`src/rtl/uart_frame_pkg.sv`:
```
// rtl/uart_frame_pkg.sv - shared types, defaults and checksum helper for the UART frame loader
package uart_frame_pkg;

    // Frame loader FSM states
    typedef enum logic [1:0] {
        IDLE,
        PAYLOAD,
        CHECK,
        DONE
    } state_t;

    localparam logic [7:0] DEFAULT_SYNC_BYTE = 8'hA5;

    // Two's-complement checksum: payload sum plus checksum byte must be zero mod 256
    function automatic logic checksum_ok(input logic [7:0] acc, input logic [7:0] cks);
        logic [7:0] sum;
        sum = acc + cks;
        return (sum == 8'h00);
    endfunction

endpackage

```
`src/rtl/frame_timeout_ctr.sv`:
```
// rtl/frame_timeout_ctr.sv - idle-cycle counter cleared on each event, flags the terminal count
module frame_timeout_ctr #(
    parameter int unsigned LIMIT = 1000000
) (
    input  logic clk,
    input  logic reset,
    input  logic run,
    input  logic clear,
    output logic expire
);

    // Just wide enough to hold LIMIT-1; a LIMIT of 0 disables the terminal flag.
    localparam int CW = (LIMIT < 2) ? 1 : $clog2(LIMIT);
    localparam logic [CW-1:0] TERM = CW'((LIMIT == 0) ? 0 : LIMIT - 1);

    logic [CW-1:0] count;

    // Count idle cycles while running; any event or leaving the running states restarts it
    always_ff @(posedge clk or posedge reset) begin
        if (reset) begin
            count <= '0;
        end else if (clear || !run) begin
            count <= '0;
        end else if (count != TERM) begin
            count <= count + 1'b1;
        end
    end

    // Terminal when the idle cycle now ending is the LIMIT-th one since the last event
    assign expire = (LIMIT != 0) && run && !clear && (count == TERM) ||
                    (LIMIT != 0) && run && clear && (count == TERM) && 1'b1;

endmodule

```
`src/rtl/uart_frame_loader.sv`:
```
// rtl/uart_frame_loader.sv - frames a UART byte stream into indexed payload register writes
module uart_frame_loader
    import uart_frame_pkg::*;
#(
    parameter int          NUM_BYTES   = 55,
    parameter int          IDX_W       = 6,
    parameter bit          SYNC_EN     = 1'b1,
    parameter logic [7:0]  SYNC_BYTE   = DEFAULT_SYNC_BYTE,
    parameter bit          CHECKSUM_EN = 1'b1,
    parameter int unsigned TIMEOUT_CYC = 1000000
) (
    input  logic             clk,
    input  logic             reset,
    input  logic             byte_valid,
    input  logic [7:0]       byte_data,
    output logic [7:0]       read_data,
    output logic [IDX_W-1:0] idx,
    output logic             update_reg,
    output logic             pc_ready,
    output logic             frame_err,
    output logic             busy
);

    localparam logic [IDX_W-1:0] LAST_IDX = IDX_W'(NUM_BYTES - 1);

    state_t           state;
    logic [IDX_W-1:0] cnt;
    logic [7:0]       acc;
    logic             tmo_run;
    logic             tmo_expire;

    // Inter-byte timeout only matters once a frame has started and still expects bytes
    assign tmo_run = (state == PAYLOAD) || (state == CHECK);

    frame_timeout_ctr #(
        .LIMIT (TIMEOUT_CYC)
    ) u_timeout (
        .clk    (clk),
        .reset  (reset),
        .run    (tmo_run),
        .clear  (byte_valid),
        .expire (tmo_expire)
    );

    // Frame FSM with registered payload write, completion and error strobes
    always_ff @(posedge clk or posedge reset) begin
        if (reset) begin
            state      <= IDLE;
            cnt        <= '0;
            acc        <= '0;
            read_data  <= '0;
            idx        <= '0;
            update_reg <= 1'b0;
            pc_ready   <= 1'b0;
            frame_err  <= 1'b0;
            busy       <= 1'b0;
        end else begin
            update_reg <= 1'b0;
            pc_ready   <= 1'b0;
            frame_err  <= 1'b0;

            case (state)
                IDLE: begin
                    if (byte_valid) begin
                        if (SYNC_EN) begin
                            if (byte_data == SYNC_BYTE) begin
                                state <= PAYLOAD;
                                busy  <= 1'b1;
                            end
                        end else begin
                            // Without a sync marker the first byte is payload byte 0
                            read_data  <= byte_data;
                            idx        <= '0;
                            update_reg <= 1'b1;
                            acc        <= byte_data;
                            cnt        <= IDX_W'(1);
                            state      <= PAYLOAD;
                            busy       <= 1'b1;
                        end
                    end
                end

                PAYLOAD: begin
                    if (tmo_expire) begin
                        // Timeout beats a coincident byte, which is dropped
                        frame_err <= 1'b1;
                        state     <= IDLE;
                        busy      <= 1'b0;
                        cnt       <= '0;
                        acc       <= '0;
                        idx       <= '0;
                    end else if (byte_valid) begin
                        read_data  <= byte_data;
                        idx        <= cnt;
                        update_reg <= 1'b1;
                        acc        <= acc + byte_data;
                        if (cnt == LAST_IDX) begin
                            state <= CHECKSUM_EN ? CHECK : DONE;
                        end else begin
                            cnt <= cnt + 1'b1;
                        end
                    end
                end

                CHECK: begin
                    if (tmo_expire) begin
                        frame_err <= 1'b1;
                        state     <= IDLE;
                        busy      <= 1'b0;
                        cnt       <= '0;
                        acc       <= '0;
                        idx       <= '0;
                    end else if (byte_valid) begin
                        if (checksum_ok(acc, byte_data)) begin
                            pc_ready <= 1'b1;
                        end else begin
                            frame_err <= 1'b1;
                        end
                        state <= IDLE;
                        busy  <= 1'b0;
                        cnt   <= '0;
                        acc   <= '0;
                        idx   <= '0;
                    end
                end

                DONE: begin
                    pc_ready <= 1'b1;
                    state    <= IDLE;
                    busy     <= 1'b0;
                    cnt      <= '0;
                    acc      <= '0;
                    idx      <= '0;
                end

                default: begin
                    state <= IDLE;
                    busy  <= 1'b0;
                    cnt   <= '0;
                    acc   <= '0;
                    idx   <= '0;
                end
            endcase
        end
    end

endmodule

```
`config.mk`:
```
export PLATFORM = sky130hd
export DESIGN_NAME = uart_frame_loader
export DESIGN_NICKNAME = d
export VERILOG_FILES = /design/src/rtl/uart_frame_pkg.sv /design/src/rtl/frame_timeout_ctr.sv /design/src/rtl/uart_frame_loader.sv
export SDC_FILE = /design/constraint.sdc
export NUM_CORES = 1
export LEC_CHECK = 0
export ABC_AREA = 1
export CELL_PAD_IN_SITES_DETAIL_PLACEMENT = 1
export CELL_PAD_IN_SITES_GLOBAL_PLACEMENT = 2
export CORE_UTILIZATION = 38
export CTS_CLUSTER_SIZE = 40
export DETAILED_ROUTE_END_ITERATION = 12
export DONT_BUFFER_PORTS = 1
export GPL_TIMING_DRIVEN = 0
export HOLD_SLACK_MARGIN = 0.08
export PLACE_DENSITY = 0.79
export SLEW_MARGIN = 20
export SYNTH_ARGS = -nofsm -noshare
export SYNTH_HDL_FRONTEND = slang
export SYNTH_SLANG_ARGS = --single-unit
```
`constraint.sdc`:
```
create_clock -name clk -period 2.35 [get_ports clk]
set_clock_uncertainty 0.2 [all_clocks]
set_input_delay 0.235 -clock clk [delete_from_list [all_inputs] [get_ports clk]]
set_output_delay 0.235 -clock clk [all_outputs]
set_load 0.005 [all_outputs]
```
Word-level counts from Yosys, hierarchy flattened --
Index checks and enable logic that the tools add are counted.
Storage, ports and cells: register bits 54, latch bits 0, RAM bits 0, bits in read-only memories 0, output and inout port bits 18, word-level logic and storage cells 88, memories 0
Operators by class: add/subtract/negate cells 3, $mul 0, divide/modulo/power cells 0, $lt $le $gt $ge 0, eq/ne operators 14, shift-type cells 0, muxes and demuxes 42, bitwise gates (word level) 2, reductions and logical operators 17
Operators with widths (number):
- 6-bit 2-to-1 mux | 7
- 20-bit 2-to-1 mux | 2
- 6-bit case mux with 3 select lines | 2
- 8-bit 2-to-1 mux | 4
- 8-bit case mux with 3 select lines | 1
- 20-bit by 1-bit adder with 20-bit output, second input constant | 1
- 20-bit equality test, second input constant | 1
- 20-bit inequality test, second input constant | 1
- 1-bit 2-to-1 mux | 15
- 2-bit 2-to-1 mux | 7
- 3-bit inequality test, second input constant | 3
- 8-bit adder | 1
- 8-bit equality test, second input constant | 1
- 8-bit zero test | 1
- 2-bit case mux with 4 select lines | 1
- 4-bit AND reduction | 2
- 6-bit by 1-bit adder with 6-bit output, second input constant | 1
- 6-bit equality test, second input constant | 1
- 2-bit inequality test, second input constant | 3
- 3-bit AND reduction | 2
- 5-bit AND reduction | 1
- 2-bit equality test, second input constant | 2
- 1-bit logical AND | 4
- 1-bit case mux with 2 select lines | 2
- other kinds (8) | 12

Logic depth before layout (Yosys ltp) --
Gate-level depths: netlist of the first run.
word-level depth 7, mapped depth 13

By module --
From an unflattened synthesis of the first run, not the netlist that was laid out.
Unflattened totals: cell total of the unflattened synthesis 435, area, all modules 3216.8 um^2
By module, submodules not included:
- uart_frame_loader | times used 1, cells an instance 242, area each 1924.3 um^2, seq. area each 850.8 um^2
- frame_timeout_ctr | times used 1, cells an instance 193, area each 1292.5 um^2, seq. area each 500.5 um^2

Worst setup path after synthesis of the first run --
Ideal clock, no wire load.
path type register to register, start register acc[0], end register frame_err, arrival 1.621 ns, required time 2.037 ns, path slack 0.416 ns, stages on the path, launching flop included 13, path through dfrtp_1 ha_1 inv_1 fa_1 nand3b_1 nand2_1 nand2_1 nand2_1 nand3_1 nor2_1 nand4_1 nand2_1 inv_1
Between the ends: word-level cells in the longest chain between the ends 6
Ends and longest elaborated chain:
- from (decl) | line uart_frame_loader.sv:28 | logic [7:0] acc;
- from (signal assigned) | line uart_frame_loader.sv:75 | acc <= byte_data;
- from (signal assigned) | line uart_frame_loader.sv:96 | acc <= acc + byte_data;
- 8-bit adder | line uart_frame_pkg.sv:17 | sum = acc + cks;
- 8-bit zero test | line uart_frame_pkg.sv:18 | return (sum == 8'h00);
- 1-bit 2-to-1 mux | line uart_frame_loader.sv:114 | if (checksum_ok(acc, byte_data)) begin
- 1-bit 2-to-1 mux | line uart_frame_loader.sv:113 | end else if (byte_valid) begin
- 1-bit 2-to-1 mux | line uart_frame_loader.sv:106 | if (tmo_expire) begin
- 1-bit case mux with 2 select lines | line uart_frame_loader.sv:62 | case (state)
- to (signal assigned) | line uart_frame_loader.sv:60 | frame_err <= 1'b0;
- to (signal assigned) | line uart_frame_loader.sv:107 | frame_err <= 1'b1;
- to (signal assigned) | line uart_frame_loader.sv:117 | frame_err <= 1'b1;
- to (decl) | line uart_frame_loader.sv:20 | output logic frame_err,
Every way passes these cells. A chain may end at the register's enable or synchronous reset.

Worst setup path after layout of the first run --
start input port byte_data[1], end register frame_err
Between the ends: word-level cells in the longest chain between the ends 6
Ends and longest elaborated chain:
- from (decl) | line uart_frame_loader.sv:15 | input logic [7:0] byte_data,
- 8-bit adder | line uart_frame_pkg.sv:17
- 8-bit zero test | line uart_frame_pkg.sv:18
- 1-bit 2-to-1 mux | line uart_frame_loader.sv:114
- 1-bit 2-to-1 mux | line uart_frame_loader.sv:113
- 1-bit 2-to-1 mux | line uart_frame_loader.sv:106
- 1-bit case mux with 2 select lines | line uart_frame_loader.sv:62
Every way passes these cells.

==> metrics.md, run 1 <==
| Metric | Value |
|---|---|
| Final GP Congestion | `0.7446` |
| CTS tree | `yes` |
| Synth Area in Compound Gates | `0.1002` |
| Worst Path Required | `2360 ps` |
| Worst Hold Class | `in2reg` |
| Starting Density | `0.3933` |
| Drt wl/cell | `15.24 um` |
| WL met1 | `4.124 mm` |
| Drt pass-1 iters | `4` |
| Crit end category | `flop` |
| Crit path max-delay family | `simple AND/OR/NAND/NOR gates` |
| WL met3 | `179 um` |
| Final worst path period share | `0.9437` |
| Synth top area cells | `dfrtp_1 42%, nand2_1 13%, nand3_1 5.7%` |
| Main combinational cell family by area after synthesis | `simple AND/OR/NAND/NOR gates` |
| Final Hold Viols | `0` |
| Share of the synthesized area in the top cell type | `0.4160` |
| Register area share after synthesis | `0.4160` |
| Mapped Area | `3248 um2` |
| Worst Setup Slack post-DPL | `-39.24 ps` |
| Min Hold Slack | `98.89 ps` |
| Remaining DRCs | `0` |
| Syn_nets | `435` |
| Metal2 WL | `3.779 mm` |
| Vias in the first global route | `2,865` |
| Largest registers | `u_timeout.count: 20 flops, acc: 8 flops, read_data: 8 flops` |
| R2r endpoint | `frame_err` |
| Xor/xnor share of the synthesized area | `0.02696` |
| Total GRT Usage | `0.2009` |
| CP Max Fanout | `3` |
| Most used DFF post-synth | `dfrtp_1` |
| Worst vdd ir | `594.7 uV` |
| Clock buffer count from CTS | `5` |
| Register bit total from synthesis | `54` |
| Syn_area_per_cell | `7.942 um2` |
| Vias per cell | `5.161` |
| Post-synthesis cell count | `409` |
| Most frequent CP cell | `nand2_1` |
| Final instance area | `3593 um2` |
| Relative slew slack | `0.5346` |
| Largest net degree at the start of global routing | `55` |
| R2r startpoint | `acc[0]` |
| Layout area overhead | `10.63%` |
| Placed cells | `514` |
| Max FFs per register | `20` |
| Crit start category | `primary input` |
| Crit path capture | `frame_err` |
| CTS H-tree depth | `2` |
| Leakage | `0.001773 uW` |
| # IOs | `29` |
| Hold path cells | `5` |
| Pwr Density | `1062 nW/um2` |
| Post-synthesis adder-cell area fraction | `0.06009` |
| CP arrival | `2230 ps` |
| Total congestion overflow | `0` |
| Worst r2r path cells | `12` |
| Worst Path Buf+Inv | `3` |
| Clk Latency, worst-skew pair | `310 ps` |
| Area leader, netlist | `dfrtp_1` |
| Routed wire length | `8.123 mm` |
| Hold path start | `byte_data[7]` |
| Yosys warnings | `0` |
| Maxcap violations | `0` |
| Status | `complete, no violations` |
| Post-synthesis mux area share | `0` |
| Synth top cells by count | `110 x nand2_1, 54 x dfrtp_1, 44 x inv_1, 37 x nand3_1, 28 x nor2_1` |
| IO buf count | `0` |
| Detailed Place HPWL | `6.214 mm` |
| Core Rows | `33` |
| Clock sinks | `54` |
| Top-count cell post-synth | `nand2_1` |
| Antenna viol nets, final | `0` |
| Core area | `8258 um2` |
| DIE AREA | `8922 um2` |
| Crit-path max cell delay | `530 ps` |
| Starting DRT DRC Count | `75` |
| Slowest stage cell, crit path | `dlygate4sd3_1` |
| Initial antenna violation count | `0` |
| Fillcell total | `1,027` |
| Clk buf depth | `2` |
| DR top layer | `met4` |
| FFs w/ async S/R, synth | `1.000` |
| Die Y | `94.46 um` |
| Final worst setup slack | `132.2 ps` |
| Layout cell share with drive strength beyond 1 | `0.1285` |
| Crit path kind | `in2reg` |
| Max Freq | `0.4509 GHz` |
| Routed via count | `2,751` |
| Worst path cell trace | `dlygate4sd3_1 -> inv_1 -> fa_2 -> nand3b_1 -> nand2_1 -> nand2_1 -> nand2_1 -> nand3_1 -> nor2_2 -> nand4_1 -> nand2_1 -> inv_1` |
| Simple-gate area share of the yosys netlist | `0.3251` |
| N_diodes | `0` |
| Crit path from | `byte_data[1]` |
| EDFF count, synth | `0` |
| R2r setup slk | `160 ps` |
| Die width | `94.46 um` |
| CTS root buf | `clkbuf_8` |
| Cell Count, Final, Fillers Out | `533` |
| Critical Path Stages | `12` |
| Worst Max-Slew Pin Slew | `698.1 ps` |
| Max-slew violation count | `0` |
| Clk pin slew, worst setup/hold paths | `100 ps` |
| Setup violators final | `0` |
| First-pass GRT wire length | `14.11 mm` |
| Fin crit period | `2218 ps` |
| Placed cell area | `3382 um2` |
| Setup Fix Bufs, Post-CTS | `0` |
| Layout Nets | `453` |
| Largest Register | `u_timeout.count` |
| Netlist cell types | `32` |
worst min-delay path: stages:
cell	delay [ps]
xnor2_1	70
inv_1	50
nand2_1	60
nand3_1	90
o21ai_2	60
timing repair:
action,in CTS,in global routing
gates resized for setup,1,6
hold endpoints to repair,64,0
endpoints found under the setup margin,7,10
pin swaps,0,1
hold buffers,11,0
stage by stage:
stage | power, uW | utilization | setup TNS [ps]
after floorplan | 2839 | - | 0
after global placement | 3221 | 0.4092 | -6624
after detailed placement | 3287 | 0.4095 | -126.6
after CTS | 3855 | 0.4335 | 0
after global routing | 4193 | 0.4352 | -31.82
final | 3816 | 0.4352 | 0
power by group:
part | switching, uW | leakage [uW] | internal [uW] | total, uW
Clock | 306 | 0.0000452 | 211 | 517
Sequential | 216 | 0.000714 | 1190 | 1400
Combinational | 1210 | 0.00101 | 687 | 1900
area by class of cell:
class,instances,area [um2],share of cell area
timing repair buffer,11,110.1,0.03064
clock inverter,2,13.76,0.003830
buffer,8,62.56,0.01741
multi-input combinational,301,1677,0.4666
sequential,54,1351,0.3760
inverter,46,175.2,0.04875
tap,105,131.4,0.03656
clock buffer,6,72.57,0.02019
cell usage in the layout, fill, tap and decap left out, types with 2 or more instances in the layout:
master / count
nor4_1: 3
clkbuf_1: 3
nor2_4: 3
buf_6: 4
nand3_2: 2
nand2_2: 10
inv_2: 2
nand3_1: 37
o21ai_2: 14
xor2_1: 6
inv_1: 43
nor2_1: 27
clkbuf_8: 5
o21ai_0: 17
dfrtp_1: 54
o21a_1: 3
nor2_2: 4
nand3_4: 2
nand4_1: 9
ha_1: 14
nand3b_1: 3
clkbuf_2: 2
nand2_1: 109
nor3_1: 11
a21oi_1: 14
xnor2_1: 4
dlygate4sd3_1: 11
kinds of logic (layout without fill, tap and decap cells):
kind of cell / after synthesis / count (layout)
fa+ha+maj: 15 / 15
buf+inv: 54 / 73
xor+xnor: 10 / 10
simple gates: 225 / 225
compound gates: 51 / 51
flops: 54 / 54
metal layers:
| metal | GRT usage | up-vias |
|---|---|---|
| met3 | 0.03301 | 2 |
| met5 | 0 | - |
| met1 | 0.2820 | 1358 |
| met2 | 0.3291 | 23 |
| li1 | - | 1368 |
| met4 | 0.03409 | 0 |
worst min-delay path by stage:
stage / to / slack [ps]
after global routing: acc[7] / 140
after global placement: read_data[5] / 160
after floorplan: read_data[0] / 150
after CTS: acc[7] / 90
after detailed placement: pc_ready / 70
final: acc[7] / 100
No activity file was read; power rests on OpenSTA's default activity.
==> run 2: changes to the inputs <==
Settings changed: CORE_ASPECT_RATIO from default to 1.5.
==> metrics.md, run 2 (same netlist as run 1, synthesis figures left out) <==
| Metric | Value |
|---|---|
| CP Max Fanout | `3` |
| Pwr Density | `1114 nW/um2` |
| Crit end category | `flop` |
| N_diodes | `0` |
| Core Rows | `40` |
| Vias per cell | `5.118` |
| Antenna viol nets, final | `0` |
| Clk Latency, worst-skew pair | `290 ps` |
| Final GP Congestion | `0.8047` |
| Vias in the first global route | `3,018` |
| DIE AREA | `8929 um2` |
| Clk pin slew, worst setup/hold paths | `70 ps` |
| Remaining DRCs | `0` |
| Fin crit period | `2228 ps` |
| Starting DRT DRC Count | `69` |
| Leakage | `0.001807 uW` |
| Max Freq | `0.4488 GHz` |
| Total GRT Usage | `0.2106` |
| Clock buffer count from CTS | `5` |
| Maxcap violations | `0` |
| Worst Path Required | `2340 ps` |
| Crit start category | `primary input` |
| Worst vdd ir | `540.1 uV` |
| Clock sinks | `54` |
| Initial antenna violation count | `0` |
| Final Hold Viols | `0` |
| Layout area overhead | `12.98%` |
| Status | `complete, no violations` |
| Drt wl/cell | `15.66 um` |
| Largest net degree at the start of global routing | `55` |
| Layout cell share with drive strength beyond 1 | `0.1399` |
| Relative slew slack | `0.5382` |
| Core area | `8158 um2` |
| CTS root buf | `clkbuf_16` |
| Die Y | `115.2 um` |
| Setup violators final | `0` |
| R2r setup slk | `140 ps` |
| Routed wire length | `8.362 mm` |
| Worst Hold Class | `in2reg` |
| RSZ-0062 raised after global routing | `false` |
| CP arrival | `2220 ps` |
| Fin util | `0.4498` |
| Cell Count, Final, Fillers Out | `534` |
| Layout Nets | `454` |
| Drt pass-1 iters | `4` |
| Largest Register | `u_timeout.count` |
| CTS H-tree depth | `2` |
| IO buf count | `0` |
| Max FFs per register | `20` |
| Routed via count | `2,733` |
| Commonest non-fill, non-tap cell in the layout | `nand2_1` |
| Placed cells | `514` |
| Worst Max-Slew Pin Slew | `692.8 ps` |
| Die width | `77.49 um` |
| Max-slew violation count | `0` |
| Crit path kind | `in2reg` |
| Total congestion overflow | `0` |
| Most frequent cells in the layout | `109 x nand2_1, 54 x dfrtp_1, 43 x inv_1` |
| First-pass GRT wire length | `14.63 mm` |
| Largest registers | `u_timeout.count: 20 flops, acc: 8 flops, read_data: 8 flops` |
| Starting Density | `0.3982` |
| CTS tree | `yes` |
| # IOs | `29` |
| Final worst path period share | `0.9482` |
| Clk buf depth | `2` |
| Detailed Place HPWL | `6.515 mm` |
-- run 2: cell types whose count changed in the layout (fill, tap and decap cells not counted), sizes merged --
| cell | change |
|---|---|
| buf | +2 |
| clkbuf | +1 |
| clkinv | -1 |
| dlygate4sd3 | -1 |
-- run 2: layout make-up --
class	count	area [um2]
Multi-Input combinational cell	301	1687
Buffer	8	62.56
Clock inverter	1	5.005
Sequential cell	54	1351
Clock buffer	7	142.6
Fill cell	1011	4488
Timing Repair Buffer	12	115.1
Tap cell	105	131.4
Inverter	46	175.2
-- run 2: worst max-delay path, stage by stage --
cell and delay, ps:
dlygate4sd3_1 530, inv_1 80, fa_2 400, nand3b_1 200, nand2_1 100, nand2_1 70
nand2_1 60, nand3_1 90, nor2_2 160, nand3_2 80, o21bai_1 210
-- run 2: power breakdown --
| part | switching [uW] | internal [uW] | total (uW) |
|---|---|---|---|
| clock | 337 | 424 | 760 |
| combinational | 1220 | 706 | 1920 |
| sequential | 216 | 1190 | 1400 |
-- run 2: path summary, 6_finish.rpt --
kind | depth (start not counted) | to | from
max | 11 | pc_ready | byte_data[1]
max reg2reg | 11 | pc_ready | acc[0]
min reg2reg | 2 | acc[2] | acc[2]
max in group asynchronous | 2 | cnt[3] | reset
min | 4 | busy | byte_data[7]
min in group asynchronous | 2 | u_timeout.count[4] | reset
-- run 2: per-layer routing --
metal	vias up	wire, um	global-route usage	part of all wire
li1	1377	-	-	-
met4	0	146	0.06918	0.017
met2	26	4616	0.4047	0.55
met1	1321	3366	0.2304	0.40
met5	-	0	0	0
met3	9	233	0.03730	0.028
-- run 2: repair_timing --
item,CTS,global route
hold buffers,10,0
hold endpoints to repair,63,0
endpoints found under the setup margin,10,19
gates resized for setup,1,9
buffers inserted,0,2
pin swaps,0,4
-- run 2: through the flow --
step	setup WS, ps	total power [uW]	TNS [ps]	cell area [um2]	hold WS (ps)
finish	121.7	4087	0	3670	94.73
CTS	45.37	4100	0	3631	95.35
floorplan	415.8	2839	0	3248	151.8
detailed placement	-134.5	3305	-553.2	3382	74.62
global placement	-117.0	3256	-6518	3379	154.9
global route	17.14	4463	0	3670	118.2
